$ cat src/rtl/cdb_broadcast_unit.sv
// Purpose: sum/sub and load execution units sharing one registered common data bus (CDB); optional CDB_ROUND_ROBIN_EN sets tie arbitration.
// Latency: issue sampled at edge t -> cdb valid after edge t+LAT for each unit (SUMSUB_LAT / LDSD_LAT), one cycle per broadcast.
// Backpressure: a unit holds in DONE until granted; an issue to a non-idle unit is dropped and flagged in err[0].
module cdb_broadcast_unit #(
    parameter int SUMSUB_LAT = 2,
    parameter int LDSD_LAT   = 3
) (
    input  logic        clock,
    input  logic        reset,
    input  logic [15:0] operand1_sumsub,
    input  logic [15:0] operand2_sumsub,
    input  logic [2:0]  Opcode_sumsub,
    input  logic [2:0]  Reg_dest_sumsub,
    input  logic [1:0]  sumsub_position,
    input  logic        operands_ready_sumsub,
    input  logic [15:0] operand1_ldsd,
    input  logic [15:0] operand2_ldsd,
    input  logic [2:0]  Opcode_ldsd,
    input  logic [2:0]  Reg_dest_ldsd,
    input  logic [1:0]  ldsd_position,
    input  logic        operands_ready_ldsd,
    output logic [15:0] cdb,
    output logic        busy_sumsub,
    output logic        busy_ldsd,
    output logic [1:0]  err
);

    typedef enum logic [1:0] {IDLE, EXEC, DONE} state_t;

    // With a one-cycle latency the unit skips EXEC and requests the bus on the next edge.
    localparam logic [2:0] SS_CNT_INIT    = 3'(SUMSUB_LAT - 1);
    localparam logic [2:0] LD_CNT_INIT    = 3'(LDSD_LAT - 1);
    localparam state_t     SS_ISSUE_STATE = (SUMSUB_LAT == 1) ? DONE : EXEC;
    localparam state_t     LD_ISSUE_STATE = (LDSD_LAT == 1) ? DONE : EXEC;

    state_t      ss_state, ss_state_nxt, ld_state, ld_state_nxt;
    logic [2:0]  ss_cnt, ss_cnt_nxt, ld_cnt, ld_cnt_nxt;
    logic [15:0] ss_word, ss_word_new, ld_word, ld_word_new;
    logic [9:0]  ss_res, ld_res;
    logic        ss_op_ok, ss_dest_ok, ld_op_ok, ld_dest_ok;
    logic        ss_accept, ld_accept;
    logic        ss_req, ld_req, ss_gnt, ld_gnt;

    // Only the low 10 operand bits take part in the arithmetic.
    logic unused_operand_hi;
    assign unused_operand_hi = ^{operand1_sumsub[15:10], operand2_sumsub[15:10],
                                 operand1_ldsd[15:10], operand2_ldsd[15:10]};

    assign busy_sumsub = (ss_state != IDLE);
    assign busy_ldsd   = (ld_state != IDLE);

    // Sum/sub broadcast word built at capture; a bad destination yields an all-zero word.
    always_comb begin
        ss_op_ok    = (Opcode_sumsub == 3'b000) || (Opcode_sumsub == 3'b001);
        ss_dest_ok  = (Reg_dest_sumsub <= 3'd2);
        ss_res      = 10'd0;
        if (Opcode_sumsub == 3'b000)
            ss_res = operand1_sumsub[9:0] + operand2_sumsub[9:0];
        else if (Opcode_sumsub == 3'b001)
            ss_res = operand1_sumsub[9:0] - operand2_sumsub[9:0];
        ss_word_new = 16'h0000;
        if (ss_dest_ok)
            ss_word_new = {Reg_dest_sumsub == 3'd0, Reg_dest_sumsub == 3'd1,
                           Reg_dest_sumsub == 3'd2, sumsub_position, 1'b1, ss_res};
    end

    // Load broadcast word: effective address, zero result for a non-load opcode.
    always_comb begin
        ld_op_ok    = (Opcode_ldsd == 3'b010);
        ld_dest_ok  = (Reg_dest_ldsd <= 3'd2);
        ld_res      = ld_op_ok ? (operand1_ldsd[9:0] + operand2_ldsd[9:0]) : 10'd0;
        ld_word_new = 16'h0000;
        if (ld_dest_ok)
            ld_word_new = {Reg_dest_ldsd == 3'd0, Reg_dest_ldsd == 3'd1,
                           Reg_dest_ldsd == 3'd2, ldsd_position, 1'b0, ld_res};
    end

`ifdef CDB_ROUND_ROBIN_EN
    logic rr_ld_pri;  // 1: load wins the next tie

    // Pointer moves only on contended grants, away from the unit just granted.
    always_ff @(posedge clock) begin
        if (reset)
            rr_ld_pri <= 1'b0;
        else if (ss_req && ld_req)
            rr_ld_pri <= ss_gnt;
    end
`endif

    // Bus arbitration between the two DONE requests.
    always_comb begin
        ss_req = (ss_state == DONE);
        ld_req = (ld_state == DONE);
`ifdef CDB_ROUND_ROBIN_EN
        ss_gnt = ss_req && (!ld_req || !rr_ld_pri);
        ld_gnt = ld_req && (!ss_req || rr_ld_pri);
`else
        ss_gnt = ss_req;
        ld_gnt = ld_req && !ss_req;
`endif
    end

    // Sum/sub FSM next state: capture in IDLE, count down in EXEC, wait for grant in DONE.
    always_comb begin
        ss_state_nxt = ss_state;
        ss_cnt_nxt   = ss_cnt;
        ss_accept    = 1'b0;
        case (ss_state)
            IDLE: if (operands_ready_sumsub) begin
                ss_accept    = 1'b1;
                ss_state_nxt = SS_ISSUE_STATE;
                ss_cnt_nxt   = SS_CNT_INIT;
            end
            EXEC: if (ss_cnt <= 3'd1) begin
                ss_state_nxt = DONE;
                ss_cnt_nxt   = 3'd0;
            end else begin
                ss_cnt_nxt   = ss_cnt - 3'd1;
            end
            DONE: if (ss_gnt) ss_state_nxt = IDLE;
            default: ss_state_nxt = IDLE;
        endcase
    end

    // Load FSM next state, same shape as sum/sub.
    always_comb begin
        ld_state_nxt = ld_state;
        ld_cnt_nxt   = ld_cnt;
        ld_accept    = 1'b0;
        case (ld_state)
            IDLE: if (operands_ready_ldsd) begin
                ld_accept    = 1'b1;
                ld_state_nxt = LD_ISSUE_STATE;
                ld_cnt_nxt   = LD_CNT_INIT;
            end
            EXEC: if (ld_cnt <= 3'd1) begin
                ld_state_nxt = DONE;
                ld_cnt_nxt   = 3'd0;
            end else begin
                ld_cnt_nxt   = ld_cnt - 3'd1;
            end
            DONE: if (ld_gnt) ld_state_nxt = IDLE;
            default: ld_state_nxt = IDLE;
        endcase
    end

    // State, counters and held results; reset drops any in-flight work.
    always_ff @(posedge clock) begin
        if (reset) begin
            ss_state <= IDLE;
            ld_state <= IDLE;
            ss_cnt   <= 3'd0;
            ld_cnt   <= 3'd0;
            ss_word  <= 16'h0000;
            ld_word  <= 16'h0000;
        end else begin
            ss_state <= ss_state_nxt;
            ld_state <= ld_state_nxt;
            ss_cnt   <= ss_cnt_nxt;
            ld_cnt   <= ld_cnt_nxt;
            if (ss_accept) ss_word <= ss_word_new;
            if (ld_accept) ld_word <= ld_word_new;
        end
    end

    // Registered CDB: the granted word for one cycle, otherwise idle zero.
    always_ff @(posedge clock) begin
        if (reset)
            cdb <= 16'h0000;
        else if (ss_gnt)
            cdb <= ss_word;
        else if (ld_gnt)
            cdb <= ld_word;
        else
            cdb <= 16'h0000;
    end

    // Sticky error flags: busy-unit issue, and bad opcode/destination on accepted issues.
    always_ff @(posedge clock) begin
        if (reset) begin
            err <= 2'b00;
        end else begin
            if ((operands_ready_sumsub && ss_state != IDLE) ||
                (operands_ready_ldsd && ld_state != IDLE))
                err[0] <= 1'b1;
            if ((ss_accept && !(ss_op_ok && ss_dest_ok)) ||
                (ld_accept && !(ld_op_ok && ld_dest_ok)))
                err[1] <= 1'b1;
        end
    end

endmodule

$ cat config.mk
export PLATFORM = sky130hd
export DESIGN_NAME = cdb_broadcast_unit
export DESIGN_NICKNAME = d
export VERILOG_FILES = /design/src/rtl/cdb_broadcast_unit.sv
export SDC_FILE = /design/constraint.sdc
export NUM_CORES = 1
export LEC_CHECK = 0
export ABC_AREA = 0
export ABC_CLOCK_PERIOD_IN_PS = 2450
export BUFFER_PORTS_ARGS = -buffer_cell sky130_fd_sc_hd__buf_2
export CAP_MARGIN = 20
export CORE_AREA = 2 2 86 88
export DETAILED_ROUTE_END_ITERATION = 6
export DIE_AREA = 0 0 88 90
export PLACE_DENSITY_LB_ADDON = 0.1
export SLEW_MARGIN = 20
export SYNTH_ARGS = -nofsm -noshare
export SYNTH_HDL_FRONTEND = slang
export SYNTH_SLANG_ARGS = --single-unit
$ cat constraint.sdc
create_clock -name clock -period 2.45 [get_ports clock]
set_clock_uncertainty 0.05 [all_clocks]
set_input_delay 0.3675 -clock clock [delete_from_list [all_inputs] [get_ports clock]]
set_output_delay 0.3675 -clock clock [all_outputs]
set_load 0.01 [all_outputs]
### Word-level counts from Yosys, hierarchy flattened

Cells that the tools add are included.

* register bits after elaboration: 60
* input bits: 84
* output and inout bits: 20
* logic and storage cells: 83

* add/subtract/negate cells: 5
* magnitude comparators: 4
* equal/unequal tests: 15
* multiplexer cells: 24
* reduce and logical (&&, ||, !) cells: 26

Operators with widths (count)
* 16-bit 2-to-1 mux: 4
* 10-bit 2-to-1 mux: 3
* 10-bit adder: 2
* 3-bit 2-to-1 mux: 4
* 3-bit case mux with 2 select lines: 2
* 2-bit 2-to-1 mux: 5
* 10-bit subtractor: 1
* 3-bit by 1-bit equality test with 1-bit output (second input constant): 3
* 3-bit by 2-bit equality test with 1-bit output (second input constant): 3
* 3-bit logical NOT: 3
* 2-bit != test (second input constant): 4
* 2-bit nonzero test: 4
* 1-bit logical AND: 7
* 3-bit by 1-bit less-or-equal comparator with 1-bit output (second input constant): 2
* 3-bit by 2-bit less-or-equal comparator with 1-bit output (second input constant): 2
* 2-bit case mux with 3 select lines: 1
* 2-bit AND reduction: 3
* 3-bit by 1-bit subtractor with 3-bit output (second input constant): 2
* 2-bit by 1-bit equality test with 1-bit output (second input constant): 2
* 2-bit equality test (second input constant): 2
* 2-bit logical NOT: 2
* 1-bit 2-to-1 mux: 4
* 2-bit case mux with 2 select lines: 1
* 1-bit logical NOT: 3
* other kinds (3): 5

### Longest topological paths before layout

* word-level depth: 6
* depth in mapped cells: 8
* mapped depth without buffers: 8

### Least setup slack after synthesis

OpenSTA, ideal clock, no wires.

* path kind: input port to flip-flop
* from: input operand1_sumsub[0]
* to: register ss_word[8]
* arrival: 1.901 ns
* setup slack: 0.381 ns
* stages on the path: 8
* buffers on the path: 0
* cells stage by stage: inv_1 ha_1 fa_1 o21a_1 o221a_2 o21ai_0 o21ai_0 a32o_1

* longest elaborated chain between the ends: 4

RTL lines
* start, declared: line 10 `input logic [15:0] operand1_sumsub,`
* 10-bit subtractor: line 60 `ss_res = operand1_sumsub[9:0] - operand2_sumsub[9:0];`
* 10-bit 2-to-1 mux: line 59 `else if (Opcode_sumsub == 3'b001)`
* 10-bit 2-to-1 mux *: line 57 `if (Opcode_sumsub == 3'b000)`
* 16-bit 2-to-1 mux *: line 62 `if (ss_dest_ok)`
* end signal, assigned: line 161 `if (ss_accept) ss_word <= ss_word_new;`
* end, declared: line 38 `logic [15:0] ss_word, ss_word_new, ld_word, ld_word_new;`

Every way passes the cells marked *; elsewhere a longest branch is shown, timed or not.
A chain may end at the register's enable or synchronous reset.

### Worst setup path after layout

Ends and elaborated chain as after synthesis.

==> impl_metrics.toml <==
[cts]
hold_buffers = 0
cts_max_level = 3
postCtsSetupBuffers = 0
ctsLongestPathBuffers = 2
cts_buffers = 9
cts_tree = "done"
cts_sinks = 59
clk_pin_slew_ns = 0.06
cts_resized = 0
clkLatencyLatePin_ns = 0.34
cts_root_buf = "clkbuf_8"

[critical_path]
crit_family = "compound AO/OA/AOI/OAI gates"
cp-end-kind = "flop"
arrival_ns = 2.16
crit_slowest_cell = "fa_1"
cp_slowest_stage_delay_ns = 0.38
cp_common_cell = "o21ai_0"
path_buf_inv = 2
path_cells = "buf_2 > inv_1 > ha_1 > fa_1 > o21a_1 > o221a_2 > o21ai_0 > o21ai_0 > a32o_1"
cp-start-kind = "primary input"
crit_required_ns = 2.63
path_max_fanout = 2
crit_type = "primary input to flop"

[synth]
ys_seq_area_frac = 0.348
ys_ff_latch = 59
async_reset_ff_frac = 0
ys.flop_type = "dfxtp_1"
synth.top_cell.area_share = 0.348
yosys_warnings = 0
synth_area_mm2 = 0.00339
synthTopCellsByArea = "dfxtp_1 (35%), ha_1 (11%), nor2_1 (6.1%), a21oi_1 (6.0%), a22oi_1 (4.2%)"
yosysTopAreaCell = "dfxtp_1"
ys_types = 55
netlist_instances = 403
synth_fp_nets = 521
synth-edff-count = 0
avgSynthCellArea_um2 = 8.42

[sta]
finalSetupTns_ns = 0
rsz0062_at_grt = "no"
relSlewSlack = 0.604
slew_viol_final = 0
finalCriticalPeriod_ns = 1.98
hold_viol = 0
worst_slew_pin_slew_ns = 0.593
max_freq_mhz = 505
setup_viol = 0
min_period_over_period = 0.809

[place]
portBuffers = 79
gp_congestion = 0.801
placed_area_mm2 = 0.00389
hpwl_mm = 5.84

[floorplan]
num_rows = 31
floorplan.initialDensity = 0.483
io_pins = 104
core_mm2 = 0.00702
chipHeight_um = 90
dieWidth_um = 88
die_area_mm2 = 0.00792

[cells_and_area]
drive_above_1_share = 0.220
fill_cells = 666
syn_to_final_growth_pct = 19.9
nNetsFinal = 601
n_antenna_cell = 0
final_cell_mix = "buf_2 (79), dfxtp_1 (59), nor2_1 (55)"
final_cell_area_mm2 = 0.00407
final_common_cell = "buf_2"

[global_routing]
antenna_found_initial = 0
grt_usage = 0.198
overflow = 0
grt_max_degree = 33
grt_pass1_wl_mm = 12.6
grt_pass1_vias = 2894

[detailed_routing]
drc = 0
drt_first_pass_iters = 5
via_count = 3105
drtAntennaViolNets = 0
drtIter0Drc = 125
vias_per_cell = 5.30
post_drt_wl_per_cell_um = 12.9
drt-total-wl_mm = 7.58

[hold_path]
hp-class = "primary input to flop"

[power]
power.leakage_uw = 0.00181
power.density_mw_per_mm2 = 564
ir_drop_mv = 0.253

[outcome]
status = "completed"

[run]
drv_cap = 0
routing by layer:
layer  part of all wire  wire (um)  vias up  GRT usage
met1               0.46       3480     1439      0.256
met5                  0          0        -          0
li1                   -          -     1592          -
met3              0.042        321       12     0.0432
met4              0.012         90        0     0.0679
met2               0.49       3680       62      0.322
state kept, by name (all words and copies together) (netlist names):
name,cells
cdb,16
ld_state,2
ss_cnt,3
ss_word,16
ld_word,15
ss_state,2
ld_cnt,3
err,2
layout make-up:
cell class	instances	area [um^2]	share of cell area
Clock inverter	2	10.0	0.00246
Timing Repair Buffer	84	433	0.106
Sequential cell	59	1180	0.290
Tap cell	99	124	0.0304
Inverter	30	113	0.0277
Clock buffer	13	169	0.0415
Multi-Input combinational cell	299	2040	0.501
tightest hold or removal path: cells and delay by family:
kind | cells | cell delay (ns)
AND/OR/NAND/NOR | 1 | 0.07
buffers and inverters | 1 | 0.08
AO/OA/AOI/OAI | 1 | 0.05
per-stage QoR:
stage	utilization	total power (uW)	setup slack (ns)	std cells	hold slack, ns
global route	0.580	2410	0.343	586	0.217
global placement	0.554	1510	0.152	571	0.392
floorplan	-	1360	0.381	403	0.376
CTS	0.580	2310	0.482	586	0.211
detailed placement	0.554	1520	0.122	571	0.399
finish	0.580	2300	0.468	586	0.222
cell families after synthesis:
kind of cell,Yosys count,share of synthesized area
xor+xnor,16,0.0413
mux,2,0.00590
fa+ha+maj,34,0.132
compound gates,119,0.245
simple gates,128,0.177
buf+inv,45,0.0505
flops,59,0.348
power by group:
part,switching [uW],internal (uW),total (uW)
Sequential,18.8,986,1000
Combinational,281,210,491
Clock,358,441,799
synthesized netlist by cell type, types with 4 or more instances:
cell type   n
a22oi_1    19
inv_1      30
o21ai_0    15
nor2_1     55
dfxtp_1    59
clkbuf_1   12
a21o_1      4
o21a_1      4
nand3_1    14
nand2_1    22
nor2b_1     6
nor3_1      8
a22o_1      5
xor2_1      6
a21oi_1    41
xnor2_1    10
ha_1       31
path summary, 6_finish.rpt:
check                     startpoint          end  slack [ns]  depth (start not counted)
setup reg to reg         ss_state[0]   ss_word[9]        0.79                          6
hold reg to reg           ld_word[5]   ld_word[5]        0.41                          2
hold / removal    sumsub_position[0]  ss_word[11]        0.22                          3
setup / recovery  operand1_sumsub[0]   ss_word[8]        0.47                          9
No activity file was read; power rests on OpenSTA's default activity.
